### src/rtl/sdrc_wb_pkg.sv
// Shared constants and types for the SDRAM-side Wishbone burst master.
package sdrc_wb_pkg;

   // Wishbone cycle-type tags
   localparam logic [2:0] CTI_CLASSIC = 3'b000;
   localparam logic [2:0] CTI_INCR    = 3'b010;
   localparam logic [2:0] CTI_EOB     = 3'b111;

   typedef enum logic [1:0] {
      IDLE   = 2'd0,
      WRITE  = 2'd1,
      READ   = 2'd2,
      FINISH = 2'd3
   } wbm_state_t;

endpackage

### src/rtl/sdrc_wb_burst_master_if.sv
// Wishbone bus bundle between the burst master and the SDRAM controller slave port.
interface sdrc_wb_burst_master_if #(
   parameter int dw     = 32,
   parameter int APP_AW = 26
);
   logic              wb_cyc_o;
   logic              wb_stb_o;
   logic              wb_we_o;
   logic [APP_AW-1:0] wb_addr_o;
   logic [dw-1:0]     wb_dat_o;
   logic [dw/8-1:0]   wb_sel_o;
   logic [2:0]        wb_cti_o;
   logic              wb_ack_i;
   logic [dw-1:0]     wb_dat_i;

   modport master (
      output wb_cyc_o, wb_stb_o, wb_we_o, wb_addr_o, wb_dat_o, wb_sel_o, wb_cti_o,
      input  wb_ack_i, wb_dat_i
   );

   modport slave (
      input  wb_cyc_o, wb_stb_o, wb_we_o, wb_addr_o, wb_dat_o, wb_sel_o, wb_cti_o,
      output wb_ack_i, wb_dat_i
   );
endinterface

### src/rtl/sdrc_wb_rdfifo.sv
// Read-data FIFO: register-based storage, head word presented directly from the array.
module sdrc_wb_rdfifo #(
   parameter int dw         = 32,
   parameter int FIFO_DEPTH = 16
) (
   input  logic                          clk,
   input  logic                          rst_n,
   input  logic                          push,
   input  logic [dw-1:0]                 din,
   input  logic                          pop,
   output logic [dw-1:0]                 dout,
   output logic                          full,
   output logic                          empty,
   output logic [$clog2(FIFO_DEPTH):0]   count
);
   localparam int AW = $clog2(FIFO_DEPTH);

   logic [dw-1:0] mem [FIFO_DEPTH];
   logic [AW:0]   wr_ptr;
   logic [AW:0]   rd_ptr;
   logic          do_push;
   logic          do_pop;

   // Extra pointer MSB distinguishes full from empty when the indices match
   assign empty   = (wr_ptr == rd_ptr);
   assign full    = (wr_ptr[AW] != rd_ptr[AW]) && (wr_ptr[AW-1:0] == rd_ptr[AW-1:0]);
   assign count   = wr_ptr - rd_ptr;
   assign dout    = mem[rd_ptr[AW-1:0]];
   assign do_pop  = pop & ~empty;
   assign do_push = push & (~full | do_pop);

   // Pointer advance and storage write; storage clears so the head reads zero out of reset
   always_ff @(posedge clk or negedge rst_n) begin
      if (!rst_n) begin
         wr_ptr <= '0;
         rd_ptr <= '0;
         for (int i = 0; i < FIFO_DEPTH; i++) mem[i] <= '0;
      end else begin
         if (do_push) begin
            mem[wr_ptr[AW-1:0]] <= din;
            wr_ptr <= wr_ptr + 1'b1;
         end
         if (do_pop) rd_ptr <= rd_ptr + 1'b1;
      end
   end
endmodule

### src/rtl/sdrc_wb_burst_master.sv
// Wishbone incrementing-burst master feeding the SDRAM controller slave port.
// Commands arrive on a valid/ready port; write beats stream in, read beats
// stream out through a small FIFO so the consumer may stall freely.
module sdrc_wb_burst_master
   import sdrc_wb_pkg::*;
#(
   parameter int dw         = 32,
   parameter int APP_AW     = 26,
   parameter int BL_W       = 8,
   parameter int FIFO_DEPTH = 16
) (
   input  logic                 sys_clk,
   input  logic                 resetn,
   input  logic                 req_valid,
   output logic                 req_ready,
   input  logic                 req_wr,
   input  logic [APP_AW-1:0]    req_addr,
   input  logic [BL_W-1:0]      req_len,
   input  logic                 wdat_valid,
   output logic                 wdat_ready,
   input  logic [dw-1:0]        wdat,
   input  logic [dw/8-1:0]      wdat_sel,
   output logic                 rdat_valid,
   input  logic                 rdat_ready,
   output logic [dw-1:0]        rdat,
   output logic                 done,
   sdrc_wb_burst_master_if.master wb
);
   localparam int                CW      = $clog2(FIFO_DEPTH) + 1;
   localparam logic [BL_W:0]     ONE     = 1;
   localparam logic [APP_AW-1:0] ONE_A   = 1;
   localparam logic [CW:0]       DEPTH_V = (CW+1)'(FIFO_DEPTH);

   wbm_state_t    state, state_nxt;
   logic [BL_W:0] beats_left;   // acks still owed for this burst
   logic [BL_W:0] fetch_left;   // beats not yet placed on the bus
   logic [BL_W:0] len_beats;
   logic          accept;
   logic          beat_done;
   logic          last_beat;
   logic          wload;
   logic          rd_issue;
   logic          beat_issue;
   logic          rd_space;
   logic          fifo_push;
   logic          fifo_pop;
   logic          fifo_full;
   logic          fifo_empty;
   logic [CW-1:0] fifo_count;
   logic [CW:0]   occ_nxt;

   assign len_beats  = {1'b0, req_len} + ONE;
   assign req_ready  = (state == IDLE);
   assign accept     = req_valid & req_ready;
   assign beat_done  = wb.wb_stb_o & wb.wb_ack_i;
   assign last_beat  = beat_done & (beats_left == ONE);

   assign wdat_ready = (state == WRITE) & (fetch_left != '0) & (~wb.wb_stb_o | wb.wb_ack_i);
   assign wload      = wdat_valid & wdat_ready;

   // Occupancy after this edge; a new read beat is only issued if it will have a slot
   assign occ_nxt    = {1'b0, fifo_count} + {{CW{1'b0}}, fifo_push} - {{CW{1'b0}}, fifo_pop};
   assign rd_space   = (occ_nxt < DEPTH_V) & ~(fifo_full & ~fifo_pop);
   assign rd_issue   = (state == READ) & (fetch_left != '0) & (~wb.wb_stb_o | wb.wb_ack_i) & rd_space;
   assign beat_issue = wload | rd_issue;

   assign fifo_push  = (state == READ) & beat_done;
   assign fifo_pop   = rdat_ready & ~fifo_empty;
   assign rdat_valid = ~fifo_empty;

   sdrc_wb_rdfifo #(
      .dw         (dw),
      .FIFO_DEPTH (FIFO_DEPTH)
   ) u_rdfifo (
      .clk   (sys_clk),
      .rst_n (resetn),
      .push  (fifo_push),
      .din   (wb.wb_dat_i),
      .pop   (fifo_pop),
      .dout  (rdat),
      .full  (fifo_full),
      .empty (fifo_empty),
      .count (fifo_count)
   );

   // State register
   always_ff @(posedge sys_clk or negedge resetn) begin
      if (!resetn) state <= IDLE;
      else         state <= state_nxt;
   end

   // Next-state: accept picks direction, last ack ends the burst, one FINISH cycle
   always_comb begin
      state_nxt = state;
      case (state)
         IDLE:        if (accept) state_nxt = req_wr ? WRITE : READ;
         WRITE, READ: if (last_beat) state_nxt = FINISH;
         FINISH:      state_nxt = IDLE;
         default:     state_nxt = IDLE;
      endcase
   end

   // Registered Wishbone outputs, beat counters and completion pulse
   always_ff @(posedge sys_clk or negedge resetn) begin
      if (!resetn) begin
         wb.wb_cyc_o  <= 1'b0;
         wb.wb_stb_o  <= 1'b0;
         wb.wb_we_o   <= 1'b0;
         wb.wb_addr_o <= '0;
         wb.wb_dat_o  <= '0;
         wb.wb_sel_o  <= '0;
         wb.wb_cti_o  <= CTI_CLASSIC;
         beats_left   <= '0;
         fetch_left   <= '0;
         done         <= 1'b0;
      end else begin
         done <= 1'b0;
         case (state)
            IDLE: begin
               if (accept) begin
                  wb.wb_addr_o <= req_addr;
                  wb.wb_we_o   <= req_wr;
                  wb.wb_cyc_o  <= 1'b1;
                  beats_left   <= len_beats;
                  // Reads strobe straight away when the FIFO can take the beat
                  if (!req_wr && rd_space) begin
                     wb.wb_stb_o <= 1'b1;
                     wb.wb_cti_o <= (req_len == '0) ? CTI_EOB : CTI_INCR;
                     fetch_left  <= {1'b0, req_len};
                  end else begin
                     fetch_left  <= len_beats;
                  end
               end
            end
            WRITE, READ: begin
               if (beat_done) begin
                  wb.wb_addr_o <= wb.wb_addr_o + ONE_A;
                  beats_left   <= beats_left - ONE;
               end
               if (beat_issue) begin
                  wb.wb_stb_o <= 1'b1;
                  wb.wb_cti_o <= (fetch_left == ONE) ? CTI_EOB : CTI_INCR;
                  fetch_left  <= fetch_left - ONE;
               end else if (beat_done) begin
                  wb.wb_stb_o <= 1'b0;
               end
               if (wload) begin
                  wb.wb_dat_o <= wdat;
                  wb.wb_sel_o <= wdat_sel;
               end
               if (last_beat) begin
                  wb.wb_cyc_o <= 1'b0;
                  wb.wb_stb_o <= 1'b0;
                  done        <= 1'b1;
               end
            end
            FINISH: begin
               wb.wb_cti_o <= CTI_CLASSIC;
               wb.wb_we_o  <= 1'b0;
            end
            default: ;
         endcase
      end
   end
endmodule

### src/flat_wrapper.sv
// flat-port wrapper written by rule: the top's interface ports become plain ports
module sdrc_wb_burst_master_flat import sdrc_wb_pkg::*;
#(
   parameter int dw         = 32,
   parameter int APP_AW     = 26,
   parameter int BL_W       = 8,
   parameter int FIFO_DEPTH = 16
)
  (sys_clk, resetn, req_valid, req_ready, req_wr, req_addr, req_len, wdat_valid, wdat_ready, wdat, wdat_sel, rdat_valid, rdat_ready, rdat, done, wb_wb_cyc_o, wb_wb_stb_o, wb_wb_we_o, wb_wb_addr_o, wb_wb_dat_o, wb_wb_sel_o, wb_wb_cti_o, wb_wb_ack_i, wb_wb_dat_i);
  sdrc_wb_burst_master_if #(.dw(dw), .APP_AW(APP_AW)) wb_i ();
  input  logic sys_clk;
  input  logic resetn;
  input  logic req_valid;
  output logic req_ready;
  input  logic req_wr;
  input  logic [APP_AW-1:0] req_addr;
  input  logic [BL_W-1:0] req_len;
  input  logic wdat_valid;
  output logic wdat_ready;
  input  logic [dw-1:0] wdat;
  input  logic [dw/8-1:0] wdat_sel;
  output logic rdat_valid;
  input  logic rdat_ready;
  output logic [dw-1:0] rdat;
  output logic done;
  output wire logic [$bits(wb_i.wb_cyc_o)-1:0] wb_wb_cyc_o;
  output wire logic [$bits(wb_i.wb_stb_o)-1:0] wb_wb_stb_o;
  output wire logic [$bits(wb_i.wb_we_o)-1:0] wb_wb_we_o;
  output wire logic [$bits(wb_i.wb_addr_o)-1:0] wb_wb_addr_o;
  output wire logic [$bits(wb_i.wb_dat_o)-1:0] wb_wb_dat_o;
  output wire logic [$bits(wb_i.wb_sel_o)-1:0] wb_wb_sel_o;
  output wire logic [$bits(wb_i.wb_cti_o)-1:0] wb_wb_cti_o;
  input wire logic [$bits(wb_i.wb_ack_i)-1:0] wb_wb_ack_i;
  input wire logic [$bits(wb_i.wb_dat_i)-1:0] wb_wb_dat_i;
  assign wb_wb_cyc_o = wb_i.wb_cyc_o;
  assign wb_wb_stb_o = wb_i.wb_stb_o;
  assign wb_wb_we_o = wb_i.wb_we_o;
  assign wb_wb_addr_o = wb_i.wb_addr_o;
  assign wb_wb_dat_o = wb_i.wb_dat_o;
  assign wb_wb_sel_o = wb_i.wb_sel_o;
  assign wb_wb_cti_o = wb_i.wb_cti_o;
  assign wb_i.wb_ack_i = wb_wb_ack_i;
  assign wb_i.wb_dat_i = wb_wb_dat_i;
  sdrc_wb_burst_master #(.dw(dw), .APP_AW(APP_AW), .BL_W(BL_W), .FIFO_DEPTH(FIFO_DEPTH)) u_core (.sys_clk(sys_clk), .resetn(resetn), .req_valid(req_valid), .req_ready(req_ready), .req_wr(req_wr), .req_addr(req_addr), .req_len(req_len), .wdat_valid(wdat_valid), .wdat_ready(wdat_ready), .wdat(wdat), .wdat_sel(wdat_sel), .rdat_valid(rdat_valid), .rdat_ready(rdat_ready), .rdat(rdat), .done(done), .wb(wb_i));
endmodule
### config.mk
export PLATFORM = sky130hd
export DESIGN_NAME = sdrc_wb_burst_master_flat
export DESIGN_NICKNAME = d
export VERILOG_FILES = /design/src/rtl/sdrc_wb_pkg.sv /design/src/rtl/sdrc_wb_burst_master_if.sv /design/src/rtl/sdrc_wb_rdfifo.sv /design/src/rtl/sdrc_wb_burst_master.sv /design/src/flat_wrapper.sv
export SDC_FILE = /design/constraint.sdc
export NUM_CORES = 1
export LEC_CHECK = 0
export CORE_ASPECT_RATIO = 0.8
export CORE_MARGIN = 4
export CORE_UTILIZATION = 53
export CTS_CLUSTER_DIAMETER = 120
export CTS_CLUSTER_SIZE = 12
export DETAILED_ROUTE_END_ITERATION = 8
export HOLD_SLACK_MARGIN = 0.02
export PLACE_DENSITY = 0.78
export RECOVER_POWER = 25
export SETUP_SLACK_MARGIN = 0.3
export SYNTH_ARGS = -nofsm -noshare
export SYNTH_HDL_FRONTEND = slang
export SYNTH_SLANG_ARGS = --single-unit
### constraint.sdc
create_clock -name sys_clk -period 4.2 [get_ports sys_clk]
set_input_delay 0.42 -clock sys_clk [delete_from_list [all_inputs] [get_ports sys_clk]]
set_output_delay 0.42 -clock sys_clk [all_outputs]
set_load 0.02 [all_outputs]
=== Word-level counts from Yosys, hierarchy flattened ===
Cells that the tools add are included.

* Register bits after elaboration: 611
* Output and inout bits: 104
* Logic and storage cells: 138

* Add/sub/neg operators: 9
* Order comparisons: 4
* Equal/unequal tests: 14
* Muxes and demuxes: 39
* Bitwise operators: 25
* Reduce and logical (&&, ||, !) cells: 18

{| class="wikitable"
|+ Operator list
! kind !! number
|-
| $bwmux W512 || 1
|-
| $bmux W32 S4 || 1
|-
| $demux W32 S4 || 1
|-
| $mux W32 || 3
|-
| $mux W26 || 2
|-
| $pmux W26 S2 || 1
|-
| $mux W9 || 5
|-
| $pmux W9 S2 || 2
|-
| $add A26 B1 Y26 const B || 1
|-
| $eq A9 B1 Y1 const B || 2
|-
| $sub A9 B1 Y9 const B || 2
|-
| $and A1 B1 Y1 || 15
|-
| $mux W3 || 5
|-
| $reduce_and A3 Y1 || 4
|-
| $add A5 B1 Y5 const B || 2
|-
| $ge A5 B5 Y1 const B || 2
|-
| $mux W1 || 10
|-
| $not A4 Y5 || 2
|-
| $add A8 B1 Y9 const B || 1
|-
| $pmux W3 S3 || 1
|-
| $reduce_bool A9 Y1 || 1
|-
| $logic_not A8 Y1 || 1
|-
| $add A5 B1 Y6 || 1
|-
| $lt A6 B5 Y1 const B || 1
|-
| 23 further kinds || 42
|}

=== Depth between registers and ports, before layout ===
Gate-level depths: netlist of the first run.

* Word-level depth: 12
* Depth in mapped cells: 20
* Depth with buffers taken out: 15

=== By module ===
Synthesis of the first run repeated with hierarchy kept, for this count alone.

* Cell total of the unflattened synthesis: 1987
* Area total of the unflattened synthesis: 29419.5 µm²

{| class="wikitable"
|+ Modules (own cells, without submodules)
! module !! times used !! cells each !! area an instance (µm²)
|-
| sdrc_wb_rdfifo || 1 || 1460 || 24377.1
|-
| sdrc_wb_burst_master || 1 || 527 || 5042.3
|}

=== Worst setup path after synthesis of the first run ===
No wires, ideal clock.

* Path type: register to register
* Start point: register u_core.u_rdfifo.rd_ptr[2]
* End point: register u_core.wb.wb_cti_o[0]
* Library setup time: 0.125 ns
* Data arrival time: 4.084 ns
* Data required time: 4.075 ns
* Path slack: -0.009 ns
* Cell stages (with the launch flop): 19
* Path buffers: 3
* Cell sequence: dfrtp_1 -> inv_2 -> buf_1 -> ha_1 -> and4_1 -> nand2_1 -> and2_1 -> clkbuf_1 -> ha_1 -> inv_1 -> ha_1 -> nor3b_1 -> nor3_1 -> mux2i_1 -> and3b_1 -> buf_2 -> nand3_1 -> a21oi_1 -> mux2_2

* Cells in the longest elaborated chain, start to end: 11

{| class="wikitable"
|+ RTL lines
! what !! line !! source
|-
| from (decl) || sdrc_wb_rdfifo.sv:20 || <nowiki>logic [AW:0] rd_ptr;</nowiki>
|-
| from (signal assigned) || sdrc_wb_rdfifo.sv:43 || <nowiki>if (do_pop) rd_ptr <= rd_ptr + 1'b1;</nowiki>
|-
| $eq A5 B5 Y1 (*) || sdrc_wb_rdfifo.sv:25 || <nowiki>assign empty = (wr_ptr == rd_ptr);</nowiki>
|-
| $not A1 Y1 (*) || n/a ||
|-
| via rdat_valid || flat_wrapper.sv:22 || <nowiki>output logic rdat_valid;</nowiki>
|-
| $and A1 B1 Y1 (*) || sdrc_wb_burst_master.sv:68 || <nowiki>assign fifo_pop = rdat_ready & ~fifo_empty;</nowiki>
|-
| parallel branches: the longest is 3 deep, another holds $sub A6 B1 Y6 || n/a ||
|-
| $and A1 B1 Y1 (*) || sdrc_wb_burst_master.sv:63 || <nowiki>assign rd_space = (occ_nxt < DEPTH_V) & ~(fifo_full & ~fifo_pop);</nowiki>
|-
| $and A1 B1 Y1 || sdrc_wb_burst_master.sv:64 || <nowiki>assign rd_issue = (state == READ) & (fetch_left != '0) & (~wb.wb_stb_o | wb.wb_ack_i) & rd_space;</nowiki>
|-
| $or A1 B1 Y1 || sdrc_wb_burst_master.sv:65 || <nowiki>assign beat_issue = wload | rd_issue;</nowiki>
|-
| $ne A2 B1 Y1 (no source line) || n/a ||
|-
| $reduce_and A3 Y1 (no source line) (*) || n/a ||
|-
| to (signal assigned) || sdrc_wb_burst_master.sv:128 || <nowiki>wb.wb_cti_o <= (req_len == '0) ? CTI_EOB : CTI_INCR;</nowiki>
|-
| to (signal assigned) || sdrc_wb_burst_master.sv:142 || <nowiki>wb.wb_cti_o <= (fetch_left == ONE) ? CTI_EOB : CTI_INCR;</nowiki>
|-
| to (decl) || sdrc_wb_burst_master_if.sv:17 || <nowiki>output wb_cyc_o, wb_stb_o, wb_we_o, wb_addr_o, wb_dat_o, wb_sel_o, wb_cti_o,</nowiki>
|}

Mark *: on every way through the listed nets, which the timed path passes.
A chain may end at the register's enable or synchronous reset.

=== Worst setup path after layout of the first run ===
* Start point: register u_core.u_rdfifo.rd_ptr[1]
* End point: output port rdat[13]

* Cells in the longest elaborated chain, start to end: 4

{| class="wikitable"
|+ RTL lines
! what !! line !! source
|-
| $not A4 Y5 (implied by the code) || sdrc_wb_rdfifo.sv:28 || <nowiki>assign dout = mem[rd_ptr[AW-1:0]];</nowiki>
|-
| $bmux W32 S4 || sdrc_wb_rdfifo.sv:28 ||
|-
| $mux W32 (implied by the code) (2 in series) || sdrc_wb_rdfifo.sv:28 ||
|-
| to (decl) || flat_wrapper.sv:24 || <nowiki>output logic [dw-1:0] rdat;</nowiki>
|}

No other way between the ends. The select of a mux whose other input is x is not followed.

==> out/qor.yml, run 1 <==
finalPower_mw: 24.46
die_h_microns: 215.9
syn_inst: 1961
cp_max_fo: 130
place_congestion: 0.8510
place.port_buffers: 212
rsz0062_at_grt: "true"
synth_top_flop_cell: "dfrtp_1"
initial_core_util: 0.5412
path_delay_family: "buffers and inverters"
syn2layout_area_growth_pct: 16.11
r2r_start: "u_core.u_rdfifo.rd_ptr[1]$_DFFE_PN0P_"
instances_no_fill: 2833
route.detailed.drc: 0
hold_path_class: "in -> reg"
dr.first_iter.drc_count: 1598
p_leak_nw: 15.00
grt_pass1_wl_microns: 110800
synth.avg_cell_area_sq_um: 14.61
num_rows: 75
detail_route.wirelength_microns: 70430
die_area_sq_um: 57850
start_kind: "flop"
r2r_slack_ns: 0.48
arrival_ns: 3.31
core_sq_um: 52930
ff2ff_path_depth: 16
r2r-end: "u_core.fetch_left[6]$_DFFE_PN0P_"
finalClockSkew_ns: 0.03892
hpwl_microns: 42560
utilization: 0.6283
path_class: "reg -> out"
wire_per_inst_microns: 24.86
insertion_delay_ns: 0.63
fin_area_sq_um: 33250
cts_inserted_buffers: 56
die_w_microns: 267.9
synth_edf_count: 0
critPathSlowestCell: "buf_12"
clkSlewWorstSetupHoldPaths_ns: 0.07
worstPathRequired_ns: 3.78
status: "complete, but fails checks"
holdCritStartpoint: "req_addr[25]"
ios: 213
ir_drop_mv: 1.154
grt_max_degree: 131
synth_warnings: 0
hold_path_depth: 3
track_usage: 0.2458
cts_tree: "yes"
cp.buffers_inverters: 2
setup-violations-final: 0
antenna_found_initial: 2
postCtsSetupRepairBufs: 0
fin_nets: 2269
finalSetupTns_ns: 0
maxSlewHeadroom: -0.6045
clockRootBuffer: "clkbuf_16"
async_reset_ff_frac: 1.000
clock-sinks: 610
power.density_nw_per_um2: 735.4
fmax_mhz: 267.8
num_vias: 17680
gr-total-overflow: 0
slew_violations: 300
hold_viol_final: 0
maxCapViolCount: 5
grt_pass1_vias: 18740
place_inst: 2765
drive_gt1_frac: 0.3985
synth.distinct_cells: 67
syn-num-nets: 2097
hold_end: "u_core.wb.wb_addr_o[25]$_DFFE_PN0P_"
synthesis.area_sq_um: 28640
period_share: 0.8890
synth_seq_cells: 610
endpoint_kind: "primary output"
max_stage_delay_ns: 0.58
yosysSeqAreaShare: 0.5330
dpl-instance-area_sq_um: 31680
period_needed_ns: 3.734
crit_top_cell: "mux4_2"
tightestPinTransition_ns: 2.403
cp_cell_sequence: "buf_12 -> mux4_2 -> mux4_2 -> clkdlybuf4s50_1"
routed_via_density: 6.239
htree_levels: 2
ant_nets: 0
first_pass_iters: 6
ctsLongestPathBuffers: 3
violations: "max-capacitance violations, max-slew violations"
[sequential cells by signal (all words and copies together) (netlist names)]
name and cells:
u_core.u_rdfifo.mem 512, u_core.wb.wb_dat_o 32, u_core.wb.wb_addr_o 26, u_core.beats_left 9, u_core.fetch_left 9, u_core.u_rdfifo.rd_ptr 5, u_core.u_rdfifo.wr_ptr 5, u_core.wb.wb_sel_o 4
u_core.state 2, u_core.wb.wb_cti_o 2, u_core.done 1, u_core.wb.wb_cyc_o 1, u_core.wb.wb_stb_o 1, u_core.wb.wb_we_o 1
[worst max path at each step]
stage,end,slack [ns],cells past startpoint,from
finish,rdat[13],0.47,4,u_core.u_rdfifo.rd_ptr[1]$_DFFE_PN0P_
global route,u_core.u_rdfifo.mem[429]$_DFFE_PN0P_,0.19,3,resetn
CTS,u_core.wb.wb_cti_o[0]$_DFFE_PN0P_,0.30,14,u_core.u_rdfifo.wr_ptr[0]$_DFFE_PN0P_
detailed placement,u_core.wb.wb_cti_o[0]$_DFFE_PN0P_,0.32,14,u_core.u_rdfifo.wr_ptr[0]$_DFFE_PN0P_
global placement,u_core.wb.wb_cti_o[0]$_DFFE_PN0P_,0.47,14,u_core.u_rdfifo.wr_ptr[0]$_DFFE_PN0P_
floorplan,u_core.wb.wb_cti_o[0]$_DFFE_PN0P_,0.31,19,u_core.u_rdfifo.rd_ptr[1]$_DFFE_PN0P_
[kinds of logic (layout without fill, tap and decap cells)]
kind of cell             count (synthesis)  after routing  synth area share
other                                    0              2                 0
XOR/XNOR                                18             18          0.006029
flip-flops                             610            610            0.5330
buffers and inverters                  181            358           0.02695
adder cells (fa/ha/maj)                 27             27           0.01206
AND/OR/NAND/NOR                        232            232           0.04085
multiplexers                           714            714            0.3434
AO/OA/AOI/OAI                          179            179           0.03775
[final cells by class]
type	instances	area, sq um
Antenna cell	2	5.005
Multi-Input combinational cell	1170	12760
Clock buffer	61	1451
Tap cell	693	867.1
Fill cell	3839	19670
Inverter	25	93.84
Clock inverter	2	60.06
Timing Repair Buffer	270	2745
Sequential cell	610	15270
[metrics by stage]
| stage | worst slack [ns] | hold slack [ns] |
|---|---|---|
| 5_1_grt | 0.1893 | 0.4153 |
| 2_1_floorplan | 0.3095 | 0.1244 |
| 4_1_cts | 0.3013 | 0.3906 |
| 6_report | 0.4664 | 0.4177 |
| 3_5_place_dp | 0.3189 | 0.4700 |
| 3_3_place_gp | 0.4743 | 0.4620 |
[report_power, final]
| group | switching (mW) | total (mW) | leakage (nW) | internal [mW] |
|---|---|---|---|---|
| logic | 5.83 | 11.1 | 6.12 | 5.28 |
| clock network | 2.13 | 4.55 | 0.736 | 2.42 |
| registers | 1.11 | 8.80 | 8.14 | 7.68 |
[tightest hold or removal path, cell delays in order]
cell and delay [ns]:
clkdlybuf4s50_1 0.40, o22ai_1 0.11, a21oi_1 0.05
[per-layer routing]
layer | vias up | share of wire | GRT usage
met3 | 112 | 0.061 | 0.04464
met4 | 2 | 0.021 | 0.06286
met1 | 9414 | 0.43 | 0.3460
met5 | - | 0.00028 | 0
li1 | 7593 | - | -
met2 | 555 | 0.49 | 0.4015
[repair_timing]
| item | CTS | global route |
|---|---|---|
| setup endpoints to repair | 27 | 29 |
| cloned | 1 | 1 |
| endpoints found under the hold margin | 105 | 0 |
| hold buffers | 1 | 0 |
| gates resized for setup | 8 | 7 |
[synth_stat cells, types with 5 or more instances]
cell,number,area (sq um)
a21oi_1,63,315.3
mux2_2,542,6103
and2_1,10,62.56
nor3b_1,5,37.54
o21ai_0,46,230.2
dfrtp_1,610,15260
mux4_2,160,3603
nor3_1,16,80.08
mux2_1,7,78.83
a31oi_1,5,31.28
nand2b_1,10,62.56
nand4_1,9,56.30
buf_2,62,310.3
o22ai_1,23,143.9
nand2_1,62,232.7
inv_1,24,90.09
clkbuf_1,76,285.3
xnor2_1,12,105.1
a21o_1,5,37.54
nor3_2,5,50.05
nor2_1,46,172.7
nand3_1,33,165.2
mux2i_1,5,50.05
and3_1,14,87.58
buf_1,14,52.55
ha_1,26,325.3
[placed cells by master, fill, tap and decap left out, types with 4 or more instances in the layout]
cell type / instances
and3_1: 14
nor3_4: 5
nor3b_1: 5
nor3_1: 16
clkdlybuf4s50_1: 210
inv_1: 24
nor2b_1: 4
nor2_1: 34
a21o_1: 5
nand2_1: 62
nand4_1: 9
clkbuf_16: 58
buf_4: 39
o21ai_0: 46
a21oi_1: 62
nand2b_1: 10
mux2i_1: 5
buf_12: 9
nand3_1: 33
and2_1: 9
o31ai_1: 4
mux4_2: 160
xnor2_1: 12
clkbuf_1: 4
a31oi_1: 5
dfrtp_1: 607
mux2_1: 7
xor2_1: 4
ha_1: 26
nor2_4: 12
and4_1: 4
o22ai_1: 23
mux2_2: 542
Note: power is estimated with default switching activity, not from simulation.
==> run 2: changes to the inputs <==
--- a/config.mk
+++ b/config.mk
@@ -8,10 +8,10 @@
 export CORE_ASPECT_RATIO = 0.8
 export CORE_MARGIN = 4
-export CORE_UTILIZATION = 53
+export CORE_UTILIZATION = 50
 export CTS_CLUSTER_DIAMETER = 120
 export CTS_CLUSTER_SIZE = 12
 export DETAILED_ROUTE_END_ITERATION = 8
 export HOLD_SLACK_MARGIN = 0.02
-export PLACE_DENSITY = 0.78
+export PLACE_DENSITY = 0.72
 export RECOVER_POWER = 25
 export SETUP_SLACK_MARGIN = 0.3
==> constraint.sdc (replaced) <==
create_clock -name sys_clk -period 4.55 [get_ports sys_clk]
set_input_delay 0.455 -clock sys_clk [delete_from_list [all_inputs] [get_ports sys_clk]]
set_output_delay 0.455 -clock sys_clk [all_outputs]
set_load 0.1 [all_outputs]
==> run 2 against run 1 <==
- the run still ends with max-capacitance violations, max-slew violations left
- first-iteration DRC count shrank 17%
- critical path depth grew 1
- core utilization shrank 4.4 points
==> out/qor.yml, run 2 (same netlist as run 1, synthesis figures left out) <==
route.detailed.drc: 0  # unchanged
path_class: "reg -> out"  # unchanged
syn2layout_area_growth_pct: 15.65  # was 16.11%
p_leak_nw: 14.94  # was 15.00 nW
clockRootBuffer: "clkbuf_16"  # unchanged
track_usage: 0.2271  # was 0.2458
instances_no_fill: 2884  # was 2,833
fillers: 4332  # was 3,839
hold_slack_ns: 0.4708  # was 0.4177 ns
die_area_sq_um: 61200  # was 57,850 sq um
maxSlewHeadroom: -0.3942  # was -0.6045
die_h_microns: 222.1  # was 215.9 microns
use_met2: 0.3697  # was 0.4015
grt_util_met3: 0.03603  # was 0.04464
gr-total-overflow: 0  # unchanged
fin_nets: 2252  # was 2,269
maxCapViolCount: 2  # was 5
ir_drop_mv: 0.9138  # was 1.154 mV
core_sq_um: 56700  # was 52,930 sq um
layout_commonest_cell: "dfrtp_1"  # unchanged
htree_levels: 2  # unchanged
dr.first_iter.drc_count: 1323  # was 1,598
clock-sinks: 610  # unchanged
clkSlewWorstSetupHoldPaths_ns: 0.07  # about the same
power.density_nw_per_um2: 753.6  # was 735.4 nW/um^2
ant_nets: 0  # unchanged
top_regs: "u_core.u_rdfifo.mem: 512 flops, u_core.wb.wb_dat_o: 32 flops, u_core.wb.wb_addr_o: 26 flops"  # unchanged
finalSetupTns_ns: 0  # unchanged
die_w_microns: 275.6  # was 267.9 microns
finalPower_mw: 24.96  # was 24.46 mW
period_needed_ns: 3.913
place_congestion: 0.8487  # was 0.8510
setup-violations-final: 0  # unchanged
rsz0062_at_grt: "false"  # was true
utilization: 0.5842  # was 0.6283
num_vias: 17360  # was 17,680
initial_core_util: 0.5051  # was 0.5412
endpoint_kind: "primary output"  # unchanged
ios: 213  # unchanged
grt_pass1_wl_microns: 108800  # was 110,800 microns
num_rows: 78  # was 75
status: "complete, but fails checks"  # unchanged
hold_viol_final: 0  # unchanged
grt_max_degree: 152  # was 131
cp_max_fo: 84  # was 130
place.port_buffers: 212  # unchanged
grtUsageMet1: 0.3245  # was 0.3460
violations: "max-capacitance violations, max-slew violations"  # unchanged
routed_via_density: 6.019  # was 6.239
largest_reg_flops: 512  # unchanged
insertion_delay_ns: 0.63  # about the same
antenna_found_initial: 4  # was 2
grt.busiest_layer: "met2"  # unchanged
multi_input_area_sq_um: 12750  # was 12,760 sq um
tightestPinTransition_ns: 2.091  # was 2.403 ns
hpwl_microns: 41790  # was 42,560 microns
drive_gt1_frac: 0.4102  # was 0.3985
ctsLongestPathBuffers: 3  # unchanged
cts_tree: "yes"  # unchanged
layout_common_cells: "dfrtp_1 (606), mux2_2 (542), clkdlybuf4s50_1 (177)"  # was dfrtp_1 (607), mux2_2 (542), clkdlybuf4s50_1 (210)
regArea_sq_um: 15270  # about the same
fmax_mhz: 255.6
slew_violations: 246  # was 300
postCtsSetupRepairBufs: 0  # unchanged
arrival_ns: 3.46  # was 3.31 ns
grt_pass1_vias: 18250  # was 18,740
cts_inserted_buffers: 56  # unchanged
wire_per_inst_microns: 24.00  # was 24.86 microns
finalClockSkew_ns: 0.03566  # was 0.03892 ns
place_inst: 2817  # was 2,765
hold_path_class: "in -> reg"  # unchanged
start_kind: "flop"  # unchanged
regMostFlops: "u_core.u_rdfifo.mem"  # unchanged
period_share: 0.8600
detail_route.wirelength_microns: 69210  # was 70,430 microns
worstPathRequired_ns: 4.09  # was 3.78 ns
first_pass_iters: 5  # was 6
run 2: cell types whose count changed in the layout (fill, tap and decap cells not counted), sizes merged:
cell and change:
dlymetal6s4s -2, clkbuf +2, clkdlybuf4s25 -1, clkdlybuf4s50 -33
buf +18, dlymetal6s2s -1, diode +1
run 2: repair_timing:
item,in CTS,in global routing
hold buffers,1,0
gates resized for setup,3,4
endpoints found under the setup margin,13,13
endpoints found under the hold margin,31,0
run 2: through the flow:
stage	setup WS, ns	instance area [sq um]
2_1_floorplan	0.3642	28650
3_3_place_gp	0.5276	31640
3_5_place_dp	0.4155	31640
4_1_cts	0.3834	33160
5_1_grt	0.2364	33120
6_report	0.6372	33120
run 2: worst max-delay path, cell delays in order, from the launching register on:
cell and delay (ns):
dfrtp_4 0.44, buf_16 0.52, buf_12 0.43, mux4_2 0.55, mux4_2 0.56, buf_4 0.27
run 2: metal layers:
layer	vias to the layer above	part of all wire	wire (microns)
met5	-	0.00019	13
met4	2	0.021	1420
met3	103	0.050	3467
met2	441	0.49	34070
met1	9251	0.44	30240
li1	7563	-	-
run 2: worst paths after layout:
check | from | cells after the start | to | slack [ns]
worst max-delay path | u_core.u_rdfifo.rd_ptr[0]$_DFFE_PN0P_ | 5 | rdat[29] | 0.64
worst min-delay path | wdat[2] | 2 | u_core.wb.wb_dat_o[2]$_DFFE_PN0P_ | 0.47
worst max register to register | u_core.u_rdfifo.wr_ptr[3]$_DFFE_PN0P_ | 15 | u_core.wb.wb_cti_o[0]$_DFFE_PN0P_ | 0.64
worst min register to register | u_core.u_rdfifo.mem[435]$_DFFE_PN0P_ | 1 | u_core.u_rdfifo.mem[435]$_DFFE_PN0P_ | 0.48
max in group asynchronous | resetn | 3 | u_core.u_rdfifo.mem[33]$_DFFE_PN0P_ | 0.91
min in group asynchronous | resetn | 2 | u_core.wb.wb_dat_o[11]$_DFFE_PN0P_ | 1.00
run 2: layout make-up:
cell class                 instances  share of cell area
antenna                            3           0.0002266
clock buffer                      61             0.04382
clock inverter                     2            0.001813
inverter                          25            0.002833
multi-input combinational       1170              0.3848
sequential                       610              0.4611
tap                              760             0.02871
timing repair buffer             253             0.07661
run 2: report_power, final:
part	internal (mW)	total (mW)	leakage [nW]	switching, mW
clock network	2.23	4.19	0.736	1.96
registers	7.09	8.12	8.14	1.03
logic	4.61	12.7	6.06	8.04
==> run 3: changes to the inputs <==
ABC_CLOCK_PERIOD_IN_PS = 4550   (was not set)
CELL_PAD_IN_SITES_DETAIL_PLACEMENT = 2   (was not set)
CELL_PAD_IN_SITES_GLOBAL_PLACEMENT = 2   (was not set)
CORE_UTILIZATION = 46   (was 50)
HOLD_SLACK_MARGIN = not set   (was 0.02)
PLACE_DENSITY = 0.87   (was 0.72)
==> run 3 against run 2 <==
- the flow still finishes with violations (max-capacitance violations, max-slew violations)
- register-to-register slack worse by 0.19 ns
- cell count grew 2.5%
- sequential share of layout area down 0.25 points
- via count up 8.1%
- flip-flop and latch count unchanged
- global-route usage grew 7.9 points
- core utilization down 4.2 points
- non-clock buffer count up 4
- largest power group unchanged
==> out/qor.yml, run 3 (same netlist as run 1, synthesis figures left out) <==
status: "complete, but fails checks"  # unchanged
ff2ff_path_depth: 16  # was 15
hold_slack_ns: 0.4422  # was 0.4708 ns
layout_common_cells: "dfrtp_1 (606), mux2_2 (542), clkdlybuf4s50_1 (177)"  # unchanged
cp.buffers_inverters: 3  # unchanged
power.density_nw_per_um2: 801.3  # was 753.6 nW/um^2
cp_max_fo: 21  # was 84
grt_max_degree: 131  # was 152
dr.first_iter.drc_count: 1370  # was 1,323
htree_levels: 2  # unchanged
r2r-end: "u_core.fetch_left[5]$_DFFE_PN0P_"  # was u_core.wb.wb_cti_o[0]$_DFFE_PN0P_
slew_violations: 88  # was 246
rsz0062_at_grt: "false"  # unchanged
layout_commonest_cell: "dfrtp_1"  # unchanged
die_area_sq_um: 66350  # was 61,200 sq um
route.detailed.drc: 0  # unchanged
period_needed_ns: 4.100  # was 3.913 ns
path_delay_family: "simple AND/OR/NAND/NOR gates"  # was buffers and inverters
tightestPinTransition_ns: 2.890  # was 2.091 ns
clockRootBuffer: "clkbuf_16"  # unchanged
fin_nets: 2256  # was 2,252
setup-violations-final: 0  # unchanged
violations: "max-capacitance violations, max-slew violations"  # unchanged
clkSlewWorstSetupHoldPaths_ns: 0.07  # about the same
hold_end: "u_core.wb.wb_dat_o[15]$_DFFE_PN0P_"  # was u_core.wb.wb_dat_o[2]$_DFFE_PN0P_
ctsLongestPathBuffers: 3  # unchanged
initial_core_util: 0.4663  # was 0.5051
grt_pass1_vias: 21580  # was 18,250
drive_gt1_frac: 0.4157  # was 0.4102
grt_pass1_wl_microns: 152200  # was 108,800 microns
holdCritStartpoint: "wdat[15]"  # was wdat[2]
ir_drop_mv: 0.9515  # was 0.9138 mV
syn2layout_area_growth_pct: 16.28  # was 15.65%
finalSetupTns_ns: 0  # unchanged
cts_tree: "yes"  # unchanged
hold_path_depth: 2  # unchanged
hold_path_class: "in -> reg"  # unchanged
die_h_microns: 231.2  # was 222.1 microns
p_leak_nw: 14.99  # was 14.94 nW
regMostFlops: "u_core.u_rdfifo.mem"  # unchanged
clock-sinks: 610  # unchanged
place_congestion: 0.8315  # was 0.8487
fillers: 5464  # was 4,332
gr-total-overflow: 0  # unchanged
maxSlewHeadroom: -0.9265  # was -0.3942
start_kind: "flop"  # unchanged
finalClockSkew_ns: 0.04769  # was 0.03566 ns
fmax_mhz: 243.9  # was 255.6 MHz
antenna_found_initial: 4  # unchanged
core_sq_um: 61420  # was 56,700 sq um
insertion_delay_ns: 0.66  # was 0.63 ns
num_rows: 81  # was 78
place.port_buffers: 212  # unchanged
ant_nets: 0  # unchanged
top_regs: "u_core.u_rdfifo.mem: 512 flops, u_core.wb.wb_dat_o: 32 flops, u_core.wb.wb_addr_o: 26 flops"  # unchanged
worstPathRequired_ns: 5.06  # was 4.09 ns
track_usage: 0.3057  # was 0.2271
first_pass_iters: 5  # unchanged
wire_per_inst_microns: 34.24  # was 24.00 microns
path_class: "reg -> reg"  # was reg -> out
endpoint_kind: "flop"  # was primary output
cts_inserted_buffers: 56  # unchanged
hpwl_microns: 56970  # was 41,790 microns
crit_top_cell: "ha_1"  # was mux4_2
largest_reg_flops: 512  # unchanged
critPathSlowestCell: "dfrtp_1"  # was mux4_2
r2r_start: "u_core.u_rdfifo.wr_ptr[0]$_DFFE_PN0P_"  # was u_core.u_rdfifo.wr_ptr[3]$_DFFE_PN0P_
r2r_slack_ns: 0.45  # was 0.64 ns
arrival_ns: 4.61  # was 3.46 ns
max_stage_delay_ns: 0.45  # was 0.56 ns
hold_viol_final: 0  # unchanged
period_share: 0.9011  # was 0.8600
detail_route.wirelength_microns: 101200  # was 69,210 microns
cp_cell_sequence: "inv_1 -> ha_1 -> and4_1 -> nand2_4 -> and2_2 -> ha_1 -> inv_1 -> ha_1 -> nor3b_2 -> o2111ai_1 -> nand2_1 -> xnor2_1 -> buf_4 -> a41o_2 -> nand3_1 -> o311a_1"  # was buf_16 -> buf_12 -> mux4_2 -> mux4_2 -> buf_4
ios: 213  # unchanged
num_vias: 18770  # was 17,360
maxCapViolCount: 1  # was 2
die_w_microns: 287.0  # was 275.6 microns
routed_via_density: 6.351  # was 6.019
## run 3: worst max-delay path by stage
| stage | from | to | slack [ns] | cells after the start |
|---|---|---|---|---|
| 2_1_floorplan | u_core.u_rdfifo.rd_ptr[3]$_DFFE_PN0P_ | u_core.wb.wb_cti_o[0]$_DFFE_PN0P_ | 0.36 | 19 |
| 5_1_grt | resetn | u_core.u_rdfifo.mem[325]$_DFFE_PN0P_ | 0.29 | 3 |
| 3_3_place_gp | u_core.u_rdfifo.wr_ptr[3]$_DFFE_PN0P_ | u_core.wb.wb_cti_o[0]$_DFFE_PN0P_ | 0.51 | 14 |
| 6_report | u_core.u_rdfifo.wr_ptr[0]$_DFFE_PN0P_ | u_core.fetch_left[5]$_DFFE_PN0P_ | 0.45 | 16 |
| 3_5_place_dp | u_core.u_rdfifo.wr_ptr[3]$_DFFE_PN0P_ | u_core.fetch_left[6]$_DFFE_PN0P_ | 0.27 | 14 |
| 4_1_cts | u_core.u_rdfifo.wr_ptr[0]$_DFFE_PN0P_ | u_core.fetch_left[0]$_DFFE_PN0P_ | 0.31 | 16 |
## run 3: cell type report
cell class / instances / area [sq um] / share of cell area
clock inverter: 2 / 60.06 / 0.001803
inverter: 25 / 93.84 / 0.002818
sequential: 610 / 15270 / 0.4586
multi-input combinational: 1170 / 12780 / 0.3838
antenna: 1 / 2.502 / 0.00007514
clock buffer: 60 / 1448 / 0.04347
tap: 830 / 1039 / 0.03118
timing repair buffer: 257 / 2605 / 0.07822
## run 3: repair_timing
action,CTS,global route
setup buffers,0,1
hold buffers,1,0
cloned,1,0
endpoints found under the hold margin,85,0
gates resized for setup,5,9
setup endpoints to repair,28,26
## run 3: routing by layer
layer  GRT usage  wire [microns]  vias up  share of wire
li1            -               -     7558              -
met1      0.3842           40690    10320           0.40
met2      0.5342           51690      656           0.51
met3     0.05359            5104      234          0.050
met4      0.1089            3677        4          0.036
met5           0              33        -        0.00033
## run 3: power by group
group | internal (mW) | switching [mW]
sequential | 7.09 | 1.42
combinational | 4.81 | 8.95
clock | 2.24 | 2.17
total | 14.1 | 12.5
## run 3: stage by stage
stage          worst slack, ns  utilization  instances  area [sq um]  power [mW]
6_report                0.4499       0.5423       2955         33300       26.69
5_1_grt                 0.2945       0.5423       2955         33300       27.86
4_1_cts                 0.3082       0.5418       2953         33280       26.57
3_5_place_dp            0.2713       0.5163       2889         31710       21.57
3_3_place_gp            0.5131       0.5163       2889         31710       20.59
2_1_floorplan           0.3642            -       1961         28650       17.80
